===== src/rtl/systolic_phase_sequencer_if.sv =====
// Control bundle between the top-level controller (master) and the
// systolic phase sequencer (slave).
interface systolic_phase_sequencer_if #(
  parameter int DEPTH       = 4,
  parameter int COUNT_WIDTH = 4,
  parameter int TILE_WIDTH  = 4
);
  localparam int ROW_W = (DEPTH > 1) ? $clog2(DEPTH) : 1;

  logic                   start;
  logic [TILE_WIDTH-1:0]  num_tiles;
  logic                   enable;
  logic                   abort;
  logic                   busy;
  logic [1:0]             phase;
  logic                   load_en;
  logic                   compute_en;
  logic                   drain_en;
  logic [ROW_W-1:0]       row_sel;
  logic [COUNT_WIDTH-1:0] counter_out;
  logic                   phase_last;
  logic [TILE_WIDTH-1:0]  tile_idx;
  logic                   tile_done;
  logic                   done;

  modport master (
    output start, num_tiles, enable, abort,
    input  busy, phase, load_en, compute_en, drain_en, row_sel,
           counter_out, phase_last, tile_idx, tile_done, done
  );

  modport slave (
    input  start, num_tiles, enable, abort,
    output busy, phase, load_en, compute_en, drain_en, row_sel,
           counter_out, phase_last, tile_idx, tile_done, done
  );
endinterface


===== src/rtl/systolic_phase_sequencer.sv =====
// Multi-tile LOAD/COMPUTE/DRAIN phase sequencer for the systolic array,
// with stall (enable), synchronous abort and a runtime tile count.
module systolic_phase_sequencer #(
  parameter int DEPTH       = 4,
  parameter int COMPUTE_LEN = 2*DEPTH-1,
  parameter int COUNT_WIDTH = 4,
  parameter int TILE_WIDTH  = 4
) (
  input logic clk,
  input logic rst_counter,
  systolic_phase_sequencer_if.slave bus
);
  localparam int ROW_W = (DEPTH > 1) ? $clog2(DEPTH) : 1;

  localparam logic [2:0] S_IDLE    = 3'd0;
  localparam logic [2:0] S_LOAD    = 3'd1;
  localparam logic [2:0] S_COMPUTE = 3'd2;
  localparam logic [2:0] S_DRAIN   = 3'd3;
  localparam logic [2:0] S_DONE    = 3'd4;

  localparam logic [COUNT_WIDTH-1:0] EDGE_LAST = COUNT_WIDTH'(DEPTH-1);
  localparam logic [COUNT_WIDTH-1:0] COMP_LAST = COUNT_WIDTH'(COMPUTE_LEN-1);
  localparam logic [COUNT_WIDTH-1:0] CNT_ONE   = COUNT_WIDTH'(1);
  localparam logic [TILE_WIDTH-1:0]  TILE_ONE  = TILE_WIDTH'(1);

  logic [2:0]             state_p0, state_nxt;
  logic [COUNT_WIDTH-1:0] cnt_p0, cnt_nxt;
  logic [TILE_WIDTH-1:0]  tile_p0, tile_nxt;
  logic [TILE_WIDTH-1:0]  ntiles_p0, ntiles_nxt;
  logic                   in_phase;
  logic                   at_last;
  logic [COUNT_WIDTH-1:0] last_cnt;

  always_comb begin
    in_phase = (state_p0 == S_LOAD) || (state_p0 == S_COMPUTE) || (state_p0 == S_DRAIN);
    last_cnt = (state_p0 == S_COMPUTE) ? COMP_LAST : EDGE_LAST;
    at_last  = in_phase && (cnt_p0 == last_cnt);
  end

  // Next-state: abort outranks everything outside IDLE; enable gates only phase progress
  always_comb begin
    state_nxt  = state_p0;
    cnt_nxt    = cnt_p0;
    tile_nxt   = tile_p0;
    ntiles_nxt = ntiles_p0;
    if (bus.abort && (state_p0 != S_IDLE)) begin
      state_nxt = S_IDLE;
      cnt_nxt   = '0;
      tile_nxt  = '0;
    end else begin
      case (state_p0)
        S_IDLE: begin
          if (bus.start && !bus.abort && (bus.num_tiles != '0)) begin
            state_nxt  = S_LOAD;
            cnt_nxt    = '0;
            tile_nxt   = '0;
            ntiles_nxt = bus.num_tiles;
          end
        end
        S_DONE: begin
          state_nxt = S_IDLE;
          cnt_nxt   = '0;
          tile_nxt  = '0;
        end
        default: begin
          if (bus.enable) begin
            if (at_last) begin
              cnt_nxt = '0;
              case (state_p0)
                S_LOAD:    state_nxt = S_COMPUTE;
                S_COMPUTE: state_nxt = S_DRAIN;
                default: begin
                  if (tile_p0 < (ntiles_p0 - TILE_ONE)) begin
                    tile_nxt  = tile_p0 + TILE_ONE;
                    state_nxt = S_LOAD;
                  end else begin
                    state_nxt = S_DONE;
                  end
                end
              endcase
            end else begin
              cnt_nxt = cnt_p0 + CNT_ONE;
            end
          end
        end
      endcase
    end
  end

  // Stage p0: sequencer state registers
  always_ff @(posedge clk or posedge rst_counter) begin
    if (rst_counter) begin
      state_p0  <= S_IDLE;
      cnt_p0    <= '0;
      tile_p0   <= '0;
      ntiles_p0 <= '0;
    end else begin
      state_p0  <= state_nxt;
      cnt_p0    <= cnt_nxt;
      tile_p0   <= tile_nxt;
      ntiles_p0 <= ntiles_nxt;
    end
  end

  // DONE reports phase 0; the other encodings map straight onto the phase code
  assign bus.busy        = (state_p0 != S_IDLE);
  assign bus.phase       = (state_p0 == S_DONE) ? 2'd0 : state_p0[1:0];
  assign bus.load_en     = (state_p0 == S_LOAD)    && bus.enable;
  assign bus.compute_en  = (state_p0 == S_COMPUTE) && bus.enable;
  assign bus.drain_en    = (state_p0 == S_DRAIN)   && bus.enable;
  assign bus.row_sel     = ((state_p0 == S_LOAD) || (state_p0 == S_DRAIN)) ? cnt_p0[ROW_W-1:0] : '0;
  assign bus.counter_out = cnt_p0;
  assign bus.phase_last  = bus.enable && at_last;
  assign bus.tile_idx    = tile_p0;
  assign bus.tile_done   = (state_p0 == S_DRAIN) && bus.enable && !bus.abort && (cnt_p0 == EDGE_LAST);
  assign bus.done        = (state_p0 == S_DONE);
endmodule


===== src/flat_wrapper.sv =====
// flat-port wrapper written by rule: the top's interface ports become plain ports
module systolic_phase_sequencer_flat 
#(
  parameter int DEPTH       = 4,
  parameter int COMPUTE_LEN = 2*DEPTH-1,
  parameter int COUNT_WIDTH = 4,
  parameter int TILE_WIDTH  = 4
)
  (clk, rst_counter, bus_start, bus_num_tiles, bus_enable, bus_abort, bus_busy, bus_phase, bus_load_en, bus_compute_en, bus_drain_en, bus_row_sel, bus_counter_out, bus_phase_last, bus_tile_idx, bus_tile_done, bus_done);
  systolic_phase_sequencer_if #(.DEPTH(DEPTH), .COUNT_WIDTH(COUNT_WIDTH), .TILE_WIDTH(TILE_WIDTH)) bus_i ();
  input logic clk;
  input logic rst_counter;
  input wire logic [$bits(bus_i.start)-1:0] bus_start;
  input wire logic [$bits(bus_i.num_tiles)-1:0] bus_num_tiles;
  input wire logic [$bits(bus_i.enable)-1:0] bus_enable;
  input wire logic [$bits(bus_i.abort)-1:0] bus_abort;
  output wire logic [$bits(bus_i.busy)-1:0] bus_busy;
  output wire logic [$bits(bus_i.phase)-1:0] bus_phase;
  output wire logic [$bits(bus_i.load_en)-1:0] bus_load_en;
  output wire logic [$bits(bus_i.compute_en)-1:0] bus_compute_en;
  output wire logic [$bits(bus_i.drain_en)-1:0] bus_drain_en;
  output wire logic [$bits(bus_i.row_sel)-1:0] bus_row_sel;
  output wire logic [$bits(bus_i.counter_out)-1:0] bus_counter_out;
  output wire logic [$bits(bus_i.phase_last)-1:0] bus_phase_last;
  output wire logic [$bits(bus_i.tile_idx)-1:0] bus_tile_idx;
  output wire logic [$bits(bus_i.tile_done)-1:0] bus_tile_done;
  output wire logic [$bits(bus_i.done)-1:0] bus_done;
  assign bus_i.start = bus_start;
  assign bus_i.num_tiles = bus_num_tiles;
  assign bus_i.enable = bus_enable;
  assign bus_i.abort = bus_abort;
  assign bus_busy = bus_i.busy;
  assign bus_phase = bus_i.phase;
  assign bus_load_en = bus_i.load_en;
  assign bus_compute_en = bus_i.compute_en;
  assign bus_drain_en = bus_i.drain_en;
  assign bus_row_sel = bus_i.row_sel;
  assign bus_counter_out = bus_i.counter_out;
  assign bus_phase_last = bus_i.phase_last;
  assign bus_tile_idx = bus_i.tile_idx;
  assign bus_tile_done = bus_i.tile_done;
  assign bus_done = bus_i.done;
  systolic_phase_sequencer #(.DEPTH(DEPTH), .COMPUTE_LEN(COMPUTE_LEN), .COUNT_WIDTH(COUNT_WIDTH), .TILE_WIDTH(TILE_WIDTH)) u_core (.clk(clk), .rst_counter(rst_counter), .bus(bus_i));
endmodule

===== config.mk =====
export PLATFORM = sky130hd
export DESIGN_NAME = systolic_phase_sequencer_flat
export DESIGN_NICKNAME = d
export VERILOG_FILES = /design/src/rtl/systolic_phase_sequencer_if.sv /design/src/rtl/systolic_phase_sequencer.sv /design/src/flat_wrapper.sv
export SDC_FILE = /design/constraint.sdc
export NUM_CORES = 1
export LEC_CHECK = 0
export BUFFER_PORTS_ARGS = -buffer_cell sky130_fd_sc_hd__buf_2
export CORE_MARGIN = 3
export CORE_UTILIZATION = 25
export CTS_BUF_LIST = sky130_fd_sc_hd__clkbuf_4 sky130_fd_sc_hd__clkbuf_8 sky130_fd_sc_hd__clkbuf_16
export DETAILED_ROUTE_END_ITERATION = 12
export HOLD_SLACK_MARGIN = 0.1
export PLACE_DENSITY = 0.49
export SLEW_MARGIN = 20
export SYNTH_ARGS = -nofsm -noshare
export SYNTH_HDL_FRONTEND = slang
export SYNTH_SLANG_ARGS = --single-unit

===== constraint.sdc =====
create_clock -name clk -period 5.6 [get_ports clk]
set_clock_uncertainty 0.05 [all_clocks]
set_input_delay 0.28 -clock clk [delete_from_list [all_inputs] [get_ports clk]]
set_output_delay 0.28 -clock clk [all_outputs]
set_load 0.01 [all_outputs]

Yosys cells after proc, flatten, opt, wreduce, memory -nomap -nowiden
Index checks and enable logic that the tools add are counted.

Bits of input ports: 9. Logic and storage cells: 63. Bits in registers: 15. Output and inout port bits: 19.

Reduce and logical (&&, ||, !) cells: 25. Multiplexer cells: 21. Eq/ne operators: 8. Bitwise operators: 1. Order comparisons: 1. Add/sub/neg operators: 3.

Operators with widths (count): 2-to-1 mux 4 bit (9); 2-to-1 mux 3 bit (6); one-hot mux 4 bit (2 select lines) (2); nonzero test 4 bit (4); one-hot mux 3 bit (2 select lines) (2); logical AND 1 bit (10); adder 4 x 1 -> 4 bit (second input constant) (2); == test 3 x 2 -> 1 bit (second input constant) (2); AND reduction 3 bit (2); AND reduction 5 bit (1); == test 4 x 2 -> 1 bit (second input constant) (1); == test 4 bit (1); < comparator 4 bit (1); 2-to-1 mux 2 bit (2); inequality test 4 x 1 -> 1 bit (second input constant) (1); subtractor 4 x 1 -> 4 bit (second input constant) (1); == test 3 x 1 -> 1 bit (second input constant) (1); == test 3 bit (second input constant) (1); zero test 3 bit (1); logical OR 1 bit (3); inequality test 3 x 1 -> 1 bit (second input constant) (1); nonzero test 3 bit (1); AND reduction 2 bit (1); OR reduction 2 bit (1); other kinds (2) (2).

Logic depth before layout (Yosys ltp)
Word-level depth: 8. Mapped depth: 9. Mapped depth without buffers: 9.

Worst setup path after synthesis
No wires, ideal clock.

Path kind: register to register. Start point: register u_core.ntiles_p0[0]. End point: register u_core.tile_p0[0] (netlist: u_core.bus.tile_idx[0]). Buffers on the path: 0. Required time: 5425 ps. Library setup time: 125 ps. Path slack: 3633 ps. Data arrival time: 1792 ps. Stages on the path, launching flop included: 10. Clock period less this slack: 1967 ps. Path through: dfrtp_1 -> inv_1 -> ha_1 -> xnor2_1 -> ha_1 -> o21a_1 -> a2bb2oi_1 -> nor2_1 -> o211ai_1 -> mux2_2.

Longest elaborated chain between the ends: 4.

RTL lines: start, declared (line systolic_phase_sequencer.sv:29) `logic [TILE_WIDTH-1:0] ntiles_p0, ntiles_nxt;`; start signal, assigned (line systolic_phase_sequencer.sv:101) `ntiles_p0 <= ntiles_nxt;`; subtractor 4 x 1 -> 4 bit (line systolic_phase_sequencer.sv:73) `if (tile_p0 < (ntiles_p0 - TILE_ONE)) begin`; < comparator 4 bit (line systolic_phase_sequencer.sv:73); nonzero test 4 bit (no source line); AND reduction 5 bit (no source line); end signal, assigned (line systolic_phase_sequencer.sv:100) `tile_p0 <= tile_nxt;`; end, declared (line systolic_phase_sequencer.sv:28) `logic [TILE_WIDTH-1:0] tile_p0, tile_nxt;`.

Every way passes these cells. A chain may end at the register's enable or synchronous reset.

Worst setup path after layout
Start point: register u_core.state_p0[0]. End point: output bus_phase_last.

Longest elaborated chain between the ends: 5. Elaborated cells between the ends (all ways): 9. Classes of those cells: eq/ne: 4; mux: 1; reduce/logical: 4.

RTL lines: start, declared (line systolic_phase_sequencer.sv:26) `logic [2:0] state_p0, state_nxt;`; start signal, assigned (line systolic_phase_sequencer.sv:98) `state_p0 <= state_nxt;`; == test 3 x 2 -> 1 bit or == test 3 x 1 -> 1 bit (tied branches) (line systolic_phase_sequencer.sv:35, systolic_phase_sequencer.sv:36); 2-to-1 mux 3 bit or logical OR 1 bit (tied branches) (line systolic_phase_sequencer.sv:36, systolic_phase_sequencer.sv:35); == test 4 bit or logical OR 1 bit (tied branches) (line systolic_phase_sequencer.sv:37, systolic_phase_sequencer.sv:35); logical AND 1 bit (*) (line systolic_phase_sequencer.sv:37) `at_last = in_phase && (cnt_p0 == last_cnt);`; logical AND 1 bit (*) (line systolic_phase_sequencer.sv:113) `assign bus.phase_last = bus.enable && at_last;`; end, declared (line flat_wrapper.sv:24) `output wire logic [$bits(bus_i.phase_last)-1:0] bus_phase_last;`.

Every way passes the cells marked *; elsewhere a longest branch is shown, timed or not.

==> metrics.txt <==
status complete, no violations; Tot Pwr 0.653 mW; Max Transition Viols Final 0; # H-tree levels 1; Hold Crit Endpoint u_core.ntiles_p0[1]; Max-slew headroom 60.0%; sw power 0.293 mW; final setup violating endpoints 0; hold_sp bus_num_tiles[1]; area delta synth->final 18.0%; Leak 0.625 nW; CP Launch Type flip-flop; vias in the first global route 998; initial core utilization 26.8%; sequential area share after synthesis 33.5%; clock-pin slew on the worst setup and hold paths 0.07 ns; synth top area cells dfrtp_1 34%, ha_1 6.7%, nand2_1 4.4%; core box area 4170 µm²; post-route ant nets 0; pwr/cell area 494 nW/µm²; vias per cell 5.33; final worst slack 3.36 ns; Worst Setup End Kind primary output; Max clock buf depth 2; Max-Cap Viols 0; I/O Buffers 27; final WL 2.78 mm; first-pass GRT wire length 4.75 mm; final-report hold violation count 0; cell accounting for the most synthesized area dfrtp_1; WHS 0.215 ns; WP data arrival 1.91 ns; flops & latches, synth 15; cells on worst reg2reg path 9; pre-CTS WS 3.45 ns; clock group share of total power 13.3%; RSZ-0062 raised after global routing no; Post-CTS Resized 0; CTS tree done; Placed Area 1260 µm²; Min-Delay Path Class in2reg; commonest non-fill, non-tap cell in the layout buf_2; CP max FO 11; Die H 72.9 µm; met2 GRT Util 16.6%; Final period util 40.1%; synthesized net count 136; GRT Total Usage 11.1%; reg2reg end u_core.bus.tile_idx[0]; most frequent cells in the layout 27 x buf_2, 15 x dfrtp_1, 13 x nand2_1, 6 x o21ai_0, 6 x ha_1; required time worst endpoint 5.27 ns; R2R Setup Slk 3.43 ns; initial antenna violation count 0; wire per inst 14.2 µm; Hold Crit Depth 3; fraction of synthesis flops using an asynchronous set or reset pin 100%; number of synthesized flops with an enable pin 0; io pins 28; synthesized area 1120 µm²; minimum clock period 2.24 ns; sequential power share 31.2%; Fmax 0.446 GHz; top-area cell type share of the netlist area 33.5%; Initial DRC Count 70; switching part of the total 44.8%; YS warnings 0; Skew-Pair Late Insertion Delay 0.24 ns; total grt overflow 0; Int Pwr 0.360 mW; CTS Buf Count 3; ANT cells 0; largest net degree at the start of global routing 16; Syn Area/Cell 9.25 µm²; M3 GR Usage 2.34%; Gate power share 55.6%; Design Area, Final 1320 µm²; die area 5320 µm²; clk sinks 15; # DRC 0; root buf cell clkbuf_8; synthesized instance count 121; DR vias 1044; Setup Crit Path Kind reg2out; post-synthesis cell type count 47; Die Span X 72.9 µm; RePlAce Congestion 0.775; grt peak-use layer met1; worst slew pin tran 0.599 ns; Worst R2R Start u_core.ntiles_p0[0]; final net count 162; # rows 23; DR pass1 iterations 4; predominant post-synthesis flop cell dfrtp_1; post-route setup TNS 0 ns; met1 Use GR 16.9%; Worst IR Drop VDD 0.132 mV; proportion of layout cells with a drive suffix above 1 33.6%; Detailed Place HPWL 2.12 mm
## cell type report
| type | instances | area (µm²) |
|---|---|---|
| Inverter | 5 | 18.8 |
| Sequential cell | 15 | 375 |
| Timing Repair Buffer | 28 | 145 |
| Fill cell | 442 | 2850 |
| Tap cell | 50 | 62.6 |
| Clock buffer | 3 | 41.3 |
| Clock inverter | 1 | 5.00 |
| Multi-Input combinational cell | 94 | 673 |
## state kept, by name (all words and copies together) (netlist names)
signal                  flops
u_core.bus.tile_idx         4
u_core.bus.counter_out      4
u_core.ntiles_p0            4
u_core.state_p0             3
## power groups by stage
stage	Sequential, mW	Combinational (mW)	Clock, mW
2_1_floorplan	0.180	0.311	0
4_1_cts	0.203	0.364	0.0893
3_3_place_gp	0.204	0.357	0
5_1_grt	0.211	0.411	0.0976
3_5_place_dp	0.205	0.361	0
6_report	0.204	0.363	0.0867
## worst max-delay path, cell delays in order, from the launching register on
cell	delay, ns
dfrtp_1	0.51
nor2_1	0.33
nand2_1	0.09
nor3_1	0.16
a21oi_1	0.07
nor4bb_1	0.32
buf_2	0.19
## worst max path at each step
stage / from / endpoint / cells past startpoint
detailed placement: u_core.ntiles_p0[0] / u_core.bus.tile_idx[2] / 9
floorplan: u_core.ntiles_p0[0] / u_core.bus.tile_idx[0] / 9
global route: u_core.ntiles_p0[0] / u_core.bus.tile_idx[2] / 9
finish: u_core.state_p0[0] / bus_phase_last / 6
global placement: u_core.ntiles_p0[0] / u_core.bus.tile_idx[0] / 9
CTS: u_core.state_p0[0] / bus_phase_last / 6
## cell usage after synthesis (2+ instances only)
library cell,instances
inv_1,5
o41ai_1,2
o31ai_1,3
buf_6,3
nor2b_1,3
or2_2,2
ha_1,6
and2_1,2
o21ai_0,6
clkbuf_1,3
xnor2_1,2
dfrtp_1,15
o21a_1,2
a31oi_1,2
nand2_1,13
nor2_1,5
a21oi_1,4
o2bb2ai_1,2
o211ai_1,2
nor3_1,3
nor4_1,2
nor3b_1,3
nand3_1,4
mux2_2,3
and3_1,2
## cell families after synthesis
family                   Yosys count  synth area share, %
flip-flops                        15                 33.5
XOR/XNOR                           2                 1.56
multiplexers                       3                 3.02
buffers and inverters             12                 6.37
AND/OR/NAND/NOR                   50                 26.4
adder cells (fa/ha/maj)            6                 6.70
AO/OA/AOI/OAI                     33                 22.5
## layer usage
layer | wire length, µm | up-vias
met3 | 207 | 2
met4 | 8 | 0
met5 | 0 | -
met1 | 1360 | 493
met2 | 1200 | 48
li1 | - | 501
## timing repair
item / 4_1_cts / 5_1_grt
hold endpoints to repair: 15 / 0
buffers inserted: 0 / 0
hold buffers: 1 / 0
## per-stage QoR
stage          util, %  std cells
2_1_floorplan        -        121
3_3_place_gp      30.3        191
3_5_place_dp      30.3        191
4_1_cts           31.7        196
5_1_grt           31.7        196
6_report          31.7        196
(Power assumes the default switching activity.)
